===== config.mk =====
export PLATFORM = sky130hd
export DESIGN_NAME = register_file_mp
export DESIGN_NICKNAME = d
export VERILOG_FILES = /design/src/rtl/regfile_pkg.sv /design/src/rtl/rf_scoreboard.sv /design/src/rtl/register_file_mp.sv
export SDC_FILE = /design/constraint.sdc
export NUM_CORES = 2
export LEC_CHECK = 0
export CAP_MARGIN = 0
export CORE_MARGIN = 2
export CORE_UTILIZATION = 30
export CTS_BUF_LIST = sky130_fd_sc_hd__clkbuf_2
export DETAILED_ROUTE_END_ITERATION = 8
export DONT_BUFFER_PORTS = 1
export GPL_TIMING_DRIVEN = 1
export PLACE_DENSITY = 0.49
export RECOVER_POWER = 100
export SETUP_SLACK_MARGIN = 0.15
export SYNTH_ARGS = -nofsm -noshare
export SYNTH_HDL_FRONTEND = slang
export SYNTH_SLANG_ARGS = --single-unit

===== constraint.sdc =====
create_clock -name Clk -period 7.3 [get_ports Clk]
set_input_delay 1.46 -clock Clk [delete_from_list [all_inputs] [get_ports Clk]]
set_output_delay 1.46 -clock Clk [all_outputs]
set_load 0.005 [all_outputs]

===== src/rtl/regfile_pkg.sv =====
// Shared constants and helpers for the multi-port register file.
//   RF_WIDTH    : default data width
//   RF_DEPTH    : default number of registers
//   RF_ZERO_REG : default index of the hardwired-zero register
//   rf_is_zero  : true when an address selects the hardwired-zero register
package regfile_pkg;

  localparam int unsigned RF_WIDTH    = 64;
  localparam int unsigned RF_DEPTH    = 32;
  localparam int unsigned RF_ZERO_REG = 31;

  // Address is zero-extended to 32 bits by the caller so any AW fits.
  function automatic logic rf_is_zero(input logic [31:0] addr,
                                      input int unsigned zero_reg = RF_ZERO_REG,
                                      input bit          has_zero = 1'b1);
    return has_zero && (addr == zero_reg);
  endfunction

endpackage


===== src/rtl/rf_scoreboard.sv =====
// Busy-bit scoreboard: one pending bit per register plus a running count.
// Ports:
//   Clk, Reset    : clock, synchronous active-high reset
//   SetBusy/SetRd : mark SetRd as awaiting a write (producer issued)
//   ClrEn/ClrRd   : retire the pending write to ClrRd
//   Busy          : current busy vector
//   PendingCount  : popcount of Busy, kept incrementally
module rf_scoreboard
  import regfile_pkg::*;
#(
  parameter int unsigned DEPTH    = RF_DEPTH,
  parameter int unsigned HAS_ZERO = 1,
  parameter int unsigned ZERO_REG = RF_ZERO_REG,
  parameter int unsigned AW       = $clog2(DEPTH)
) (
  input  logic             Clk,
  input  logic             Reset,
  input  logic             SetBusy,
  input  logic [AW-1:0]    SetRd,
  input  logic             ClrEn,
  input  logic [AW-1:0]    ClrRd,
  output logic [DEPTH-1:0] Busy,
  output logic [AW:0]      PendingCount
);

  localparam logic [AW:0] CountOne = 1;

  logic [DEPTH-1:0] r_busy;
  logic [DEPTH-1:0] w_busy_d;
  logic [AW:0]      r_count;
  logic [AW:0]      w_count_d;
  logic             w_set_eff;
  logic             w_clr_eff;
  logic             w_inc;
  logic             w_dec;

  assign w_set_eff = SetBusy && !rf_is_zero(32'(SetRd), ZERO_REG, HAS_ZERO != 0);
  // A new producer on the same index supersedes the retiring one.
  assign w_clr_eff = ClrEn && !(w_set_eff && (SetRd == ClrRd));

  // Count only real transitions so the counter tracks popcount exactly.
  assign w_inc = w_set_eff && !r_busy[SetRd];
  assign w_dec = w_clr_eff && r_busy[ClrRd];

  always_comb begin
    w_busy_d = r_busy;
    if (w_clr_eff) w_busy_d[ClrRd] = 1'b0;
    if (w_set_eff) w_busy_d[SetRd] = 1'b1;
  end

  always_comb begin
    w_count_d = r_count;
    unique case ({w_inc, w_dec})
      2'b10:   w_count_d = r_count + CountOne;
      2'b01:   w_count_d = r_count - CountOne;
      default: w_count_d = r_count;
    endcase
  end

  always_ff @(posedge Clk) begin
    if (Reset) begin
      r_busy  <= '0;
      r_count <= '0;
    end else begin
      r_busy  <= w_busy_d;
      r_count <= w_count_d;
    end
  end

  assign Busy         = r_busy;
  assign PendingCount = r_count;

endmodule


===== src/rtl/register_file_mp.sv =====
// Multi-read-port register file with write-to-read bypass, optional
// hardwired-zero register and an integrated busy-bit scoreboard.
// Ports:
//   Clk, Reset    : clock, synchronous active-high reset
//   RA / BusA     : NUM_RD packed read addresses / read data (combinational)
//   RdBusy        : per-port busy flag of the addressed register
//   RegWr/RW/BusW : write enable, address, data (also clears busy[RW])
//   SetBusy/SetRd : mark a register pending
//   PendingCount  : number of busy registers
module register_file_mp
  import regfile_pkg::*;
#(
  parameter int unsigned WIDTH    = RF_WIDTH,
  parameter int unsigned DEPTH    = RF_DEPTH,
  parameter int unsigned NUM_RD   = 2,
  parameter int unsigned HAS_ZERO = 1,
  parameter int unsigned ZERO_REG = RF_ZERO_REG,
  parameter int unsigned AW       = $clog2(DEPTH)
) (
  input  logic                    Clk,
  input  logic                    Reset,
  input  logic [NUM_RD*AW-1:0]    RA,
  output logic [NUM_RD*WIDTH-1:0] BusA,
  output logic [NUM_RD-1:0]       RdBusy,
  input  logic                    RegWr,
  input  logic [AW-1:0]           RW,
  input  logic [WIDTH-1:0]        BusW,
  input  logic                    SetBusy,
  input  logic [AW-1:0]           SetRd,
  output logic [AW:0]             PendingCount
);

  logic [WIDTH-1:0] r_regs [DEPTH];
  logic [DEPTH-1:0] w_busy;
  logic             w_wr_en;

  assign w_wr_en = RegWr && !rf_is_zero(32'(RW), ZERO_REG, HAS_ZERO != 0);

  always_ff @(posedge Clk) begin
    if (Reset) begin
      for (int i = 0; i < int'(DEPTH); i++) r_regs[i] <= '0;
    end else if (w_wr_en) begin
      r_regs[RW] <= BusW;
    end
  end

  rf_scoreboard #(
    .DEPTH    (DEPTH),
    .HAS_ZERO (HAS_ZERO),
    .ZERO_REG (ZERO_REG),
    .AW       (AW)
  ) u_scoreboard (
    .Clk          (Clk),
    .Reset        (Reset),
    .SetBusy      (SetBusy),
    .SetRd        (SetRd),
    .ClrEn        (RegWr),
    .ClrRd        (RW),
    .Busy         (w_busy),
    .PendingCount (PendingCount)
  );

  for (genvar k = 0; k < NUM_RD; k++) begin : g_rd
    logic [AW-1:0]    w_ra;
    logic             w_is_zero;
    logic             w_wr_hit;
    logic             w_set_hit;
    logic [WIDTH-1:0] w_data;

    assign w_ra      = RA[k*AW +: AW];
    assign w_is_zero = rf_is_zero(32'(w_ra), ZERO_REG, HAS_ZERO != 0);
    assign w_wr_hit  = RegWr && (RW == w_ra);
    assign w_set_hit = SetBusy && (SetRd == w_ra);

    always_comb begin
      w_data = r_regs[w_ra];
      if (w_is_zero)     w_data = '0;
      else if (w_wr_hit) w_data = BusW;
    end

    assign BusA[k*WIDTH +: WIDTH] = w_data;
    // A retiring write hides the busy bit unless a new producer claims it now.
    assign RdBusy[k] = w_busy[w_ra] && !(w_wr_hit && !w_set_hit);
  end

endmodule


### Yosys cells after proc, flatten, opt, wreduce, memory -nomap -nowiden

Memories as Yosys holds them, arrays and structs flattened.
Cells that the tools add are included.

* RAM bits: 2048
* register bits after elaboration: 38
* memories kept: 1
* input bits: 88

Memories
* r_regs: words 32, width 64, rd ports 2, clocked after Yosys merged registers in 0, wr ports 32, line register_file_mp.sv:33 `logic [WIDTH-1:0] r_regs [DEPTH];`

* reductions and logical operators: 26
* $lt $le $gt $ge: 6
* equality and inequality tests: 11
* multiplexer cells: 27
* bitwise operators: 3
* add/subtract/negate cells: 2

Operators with widths (count)
* two-way mux 64 bit: 5
* two-way mux 32 bit: 2
* OR reduction 64 bit: 1
* AND 32 bit: 1
* inverter 32 bit: 1
* bitwise OR 32 bit: 1
* == test 5 bit: 5
* less-than comparator 5 x 6 -> 1 bit (second input constant): 4
* binary-select mux 1 bit (select 5 bit): 4
* == test 5 bit (second input constant): 4
* logical AND 1 bit: 16
* two-way mux 1 bit: 12
* one-hot mux 6 bit (2 select lines): 1
* demux 1 bit (select 5 bit): 2
* greater-or-equal comparator 5 x 1 -> 1 bit (second input constant): 2
* zero test 1 bit: 8
* adder 6 x 1 -> 6 bit (second input constant): 1
* subtractor 6 x 1 -> 6 bit (second input constant): 1
* two-way mux 5 bit: 1
* == test 2 x 1 -> 1 bit (second input constant): 1
* == test 2 bit (second input constant): 1
* nonzero test 2 bit: 1

### Logic depth before layout (Yosys ltp)

* word-level depth: 9
* gate-level depth with buffers: 14
* depth with buffers taken out: 12

### Modules after synthesis

A second synthesis with hierarchy kept.

* cell total of the unflattened synthesis: 7705
* area, all modules: 112552.9 sq um

By module, submodules not included
* register_file_mp: sequential area each 61499.0 sq um, area an instance 110049.3 sq um, cells an instance 7420, instances 1
* rf_scoreboard: sequential area each 760.7 sq um, area an instance 2503.7 sq um, cells an instance 285, instances 1

### Worst setup path before layout

OpenSTA, ideal clock, no wires.

* path kind: input -> register
* start point: input SetRd[1]
* end point: register u_scoreboard.r_count[5], in the netlist u_scoreboard.PendingCount[5]
* setup slack: 2471 ps
* arrival: 4714 ps
* library setup time: 115 ps
* stages: 13
* path buffers: 1
* cell sequence: clkbuf_1 mux4_2 nor3b_1 a311oi_1 a31oi_1 or3_1 ha_1 ha_1 a21o_1 a21oi_1 or4_1 and4_1 o21ba_2

* word-level cells in the longest chain between the ends: 9
* elaborated cells between the ends (all ways): 16
* classes of those cells: 4 x eq/ne; 3 x mux; 9 x reduce/logical

RTL lines
* start: declaration: line register_file_mp.sv:29 `input logic [AW-1:0] SetRd,`
* parallel branches: the longest is 9 deep, another holds one-hot mux 6 bit (2 select lines)
* end signal: assignment: line rf_scoreboard.sv:66 `r_count <= w_count_d;`
* end: declaration: line rf_scoreboard.sv:30 `logic [AW:0] r_count;`

Several ways; the timed one is not identified. The select of a mux whose other input is x is not followed.
A chain may end at the register's enable or synchronous reset.

==> impl_metrics.yaml <==
timing:
  fin_skew_ps: 167
  tns_ps: -16530
  drv_slew: 3474
  fmax_ghz: 0.132
  setup_viol: 199
  max_slew_margin: -3.64
  grt_setup_unrepaired: "no"
  setup_ws_ps: -263
  hold_viol: 0
  fin_crit_sh: 1.04
  tightest_slew_ps: 6960
  period_needed_ps: 7560
grt:
  grt_overflow: 0
  grt_max_degree: 265
  grt_pass1_wl_microns: 628000
  grt_pass1_vias: 77027
  antenna_found_initial: 56
  grt_use_total: 0.240
logic_synthesis:
  synth_edf_count: 2048
  yosys.cell_types.count: 58
  synthArstFlopShare: 0
  synthFlopType: "edfxtp_1"
  synth.top_cell.area_share: 0.553
  yosysSeqAreaShare: 0.560
  synthCells: 7635
  syn_avg_cell_area_sq_um: 14.6
  synth.ff_latch_count: 2086
  yosys_warnings: 0
  yosys-top-cells-area: "edfxtp_1 55%, mux4_2 16%, and2_1 11%"
  netlist_area_sq_mm: 0.111
  synth_top_area_cell: "edfxtp_1"
clock_tree:
  clock_sinks: 2086
  clkTransAtPathRegs_ps: 90
  cts_max_level: 6
  cts_buffer_depth: 4
  post_cts_buffers: 0
  worstSkewPairLatency_ps: 2170
  numCtsBuffers: 578
  cts_tree: "yes"
  clock_tree.root_cell: "clkbuf_2"
placed_design:
  post-place-ws_ps: -211
  dp_hpwl_microns: 234000
  numPortBuffers: 0
  globalplace.congestion: 0.794
worst_setup_path:
  cpMaxStageDelayCell: "or2_0"
  critPathLaunchType: "input port"
  end_kind: "flop"
  critPathBufInv: 3
  critPathMaxStageDelay_ps: 3360
  cp.required_ps: 8850
  path_max_fanout: 37
  critical_path.top_delay_family: "buffers and inverters"
  critical_path_class: "input port to flop"
  cp_cell_sequence: "dlygate4sd3_1 -> clkbuf_1 -> or2_0 -> clkbuf_2"
  arrival_ps: 9110
floorplanning:
  die_x_microns: 613
  placementRows: 223
  die_y_microns: 613
  coreArea_sq_mm: 0.369
  io_pins: 224
  start_util: 0.301
  dieArea_sq_mm: 0.376
finish:
  final_cell_mix: "2,048 x edfxtp_1, 1,017 x and2_0, 969 x and2_1, 858 x clkbuf_2, 796 x mux4_2"
  final_nets: 7878
  nFillCells: 36068
  drive_gt1_frac: 0.237
  syn_to_final_growth_pct: 10.7
  layout_commonest_cell: "edfxtp_1"
  final_util: 0.333
hold_path:
  hold_class: "input port to flop"
power:
  irDropWorstVdd_uv: 151
  p_leak_nw: 41.7
  p_per_area_mw_per_mm2: 216
detailed_routing:
  via_count: 74869
  finalWirelength_microns: 462000
  drc_errors: 0
  final_antenna_net_count: 0
  drt-pass1-iter-count: 6
  wl_per_cell_microns: 35.0
  first_iter_violations: 9266
  viasPerCell: 5.69
job:
  maxCapViolations: 106
run_status:
  violations: "capacitance limit, slew limit, setup timing"
  status: "complete, but fails checks"
==> synthesized netlist by cell type (20+ instances only) <==
master,number
a2111oi_0,81
mux2i_1,526
dfxtp_1,38
mux4_2,796
buf_1,31
a2111oi_1,20
buf_6,35
a22oi_1,145
buf_4,20
a21oi_1,275
a22o_1,222
o21ai_0,33
and2_1,1986
o221ai_1,130
or2_2,32
nand2_1,75
clkbuf_1,639
o22ai_1,130
edfxtp_1,2048
nor2_1,59
buf_2,148
a211oi_1,20
==> power by group <==
group	internal (mW)	total, mW	switching, mW	leakage (nW)
logic	1.33	3.29	1.96	17.9
registers	13.8	14.1	0.319	19.8
clock network	3.73	9.11	5.38	4.00
total	18.9	26.5	7.66	41.7
==> worst register-to-register path, stage by stage, from the launching register on <==
cell and delay, ps:
dfxtp_1 360, mux4_2 460, nor3b_1 150, a311oi_1 360
a31oi_1 90, or3_1 400, ha_1 500, dlygate4sd3_1 650
a21oi_1 130, nor2_1 50, dlygate4sd3_1 630
==> layout make-up <==
class	count	area [sq um]	share of cell area
clock inverter	151	1210	0.00982
sequential	2086	62300	0.506
antenna	31	77.6	0.000630
tap	4950	6190	0.0503
timing repair buffer	379	3460	0.0281
clock buffer	833	4170	0.0339
multi-input combinational	4737	45700	0.371
inverter	2	7.51	0.0000610
==> cell families (layout without fill, tap and decap cells) <==
logic type | after synthesis | in the layout | synth area share
AND/OR/NAND/NOR | 2207 | 2207 | 0.121
multiplexers | 1326 | 1326 | 0.209
AO/OA/AOI/OAI | 1105 | 1105 | 0.0728
flip-flops | 2086 | 2086 | 0.560
XOR/XNOR | 29 | 29 | 0.00228
other | 1 | 95 | 0.0000337
buffers and inverters | 875 | 1365 | 0.0342
adder cells (fa/ha/maj) | 6 | 6 | 0.000742
==> metrics by stage <==
step / std cells / cell area (sq um) / total power [mW] / hold slack (ps)
4_1_cts: 13136 / 124000 / 26.7 / 0.943
6_report: 13169 / 123000 / 26.5 / 256
3_3_place_gp: 12036 / 117000 / 17.4 / 504
3_5_place_dp: 12036 / 117000 / 17.4 / 514
5_1_grt: 13145 / 123000 / 27.5 / 104
2_1_floorplan: 7698 / 111000 / 16.4 / 479
==> worst paths after layout <==
| check | from | endpoint | slack (ps) | cells after the start |
|---|---|---|---|---|
| max | Reset | r_regs[24][44]$_SDFFCE_PN0P_ | -260 | 4 |
| min | RW[2] | u_scoreboard.Busy[6]$_SDFF_PP0_ | 260 | 3 |
| max reg2reg | u_scoreboard.Busy[11]$_SDFF_PP0_ | u_scoreboard.PendingCount[2]$_SDFFE_PP0P_ | 3400 | 10 |
| min reg2reg | u_scoreboard.Busy[18]$_SDFF_PP0_ | u_scoreboard.Busy[18]$_SDFF_PP0_ | 530 | 2 |
==> metal layers <==
metal | up-vias | global-route usage | wire length [microns]
li1 | 30191 | - | -
met4 | 12 | 0.0982 | 21000
met3 | 976 | 0.0561 | 45600
met2 | 4440 | 0.397 | 219000
met1 | 39250 | 0.303 | 176000
met5 | - | 0 | 484
==> registers in the layout, indices dropped and copies added, names as in the netlist <==
register and flops:
r_regs 2048, u_scoreboard.Busy 32, u_scoreboard.PendingCount 6
==> what timing repair did <==
action	CTS	global route
setup endpoints to repair	10	2
gates cloned	2	1
gates resized for setup	0	1
hold endpoints to repair	2134	0
hold buffers	114	0
No activity file was read; power rests on OpenSTA's default activity.
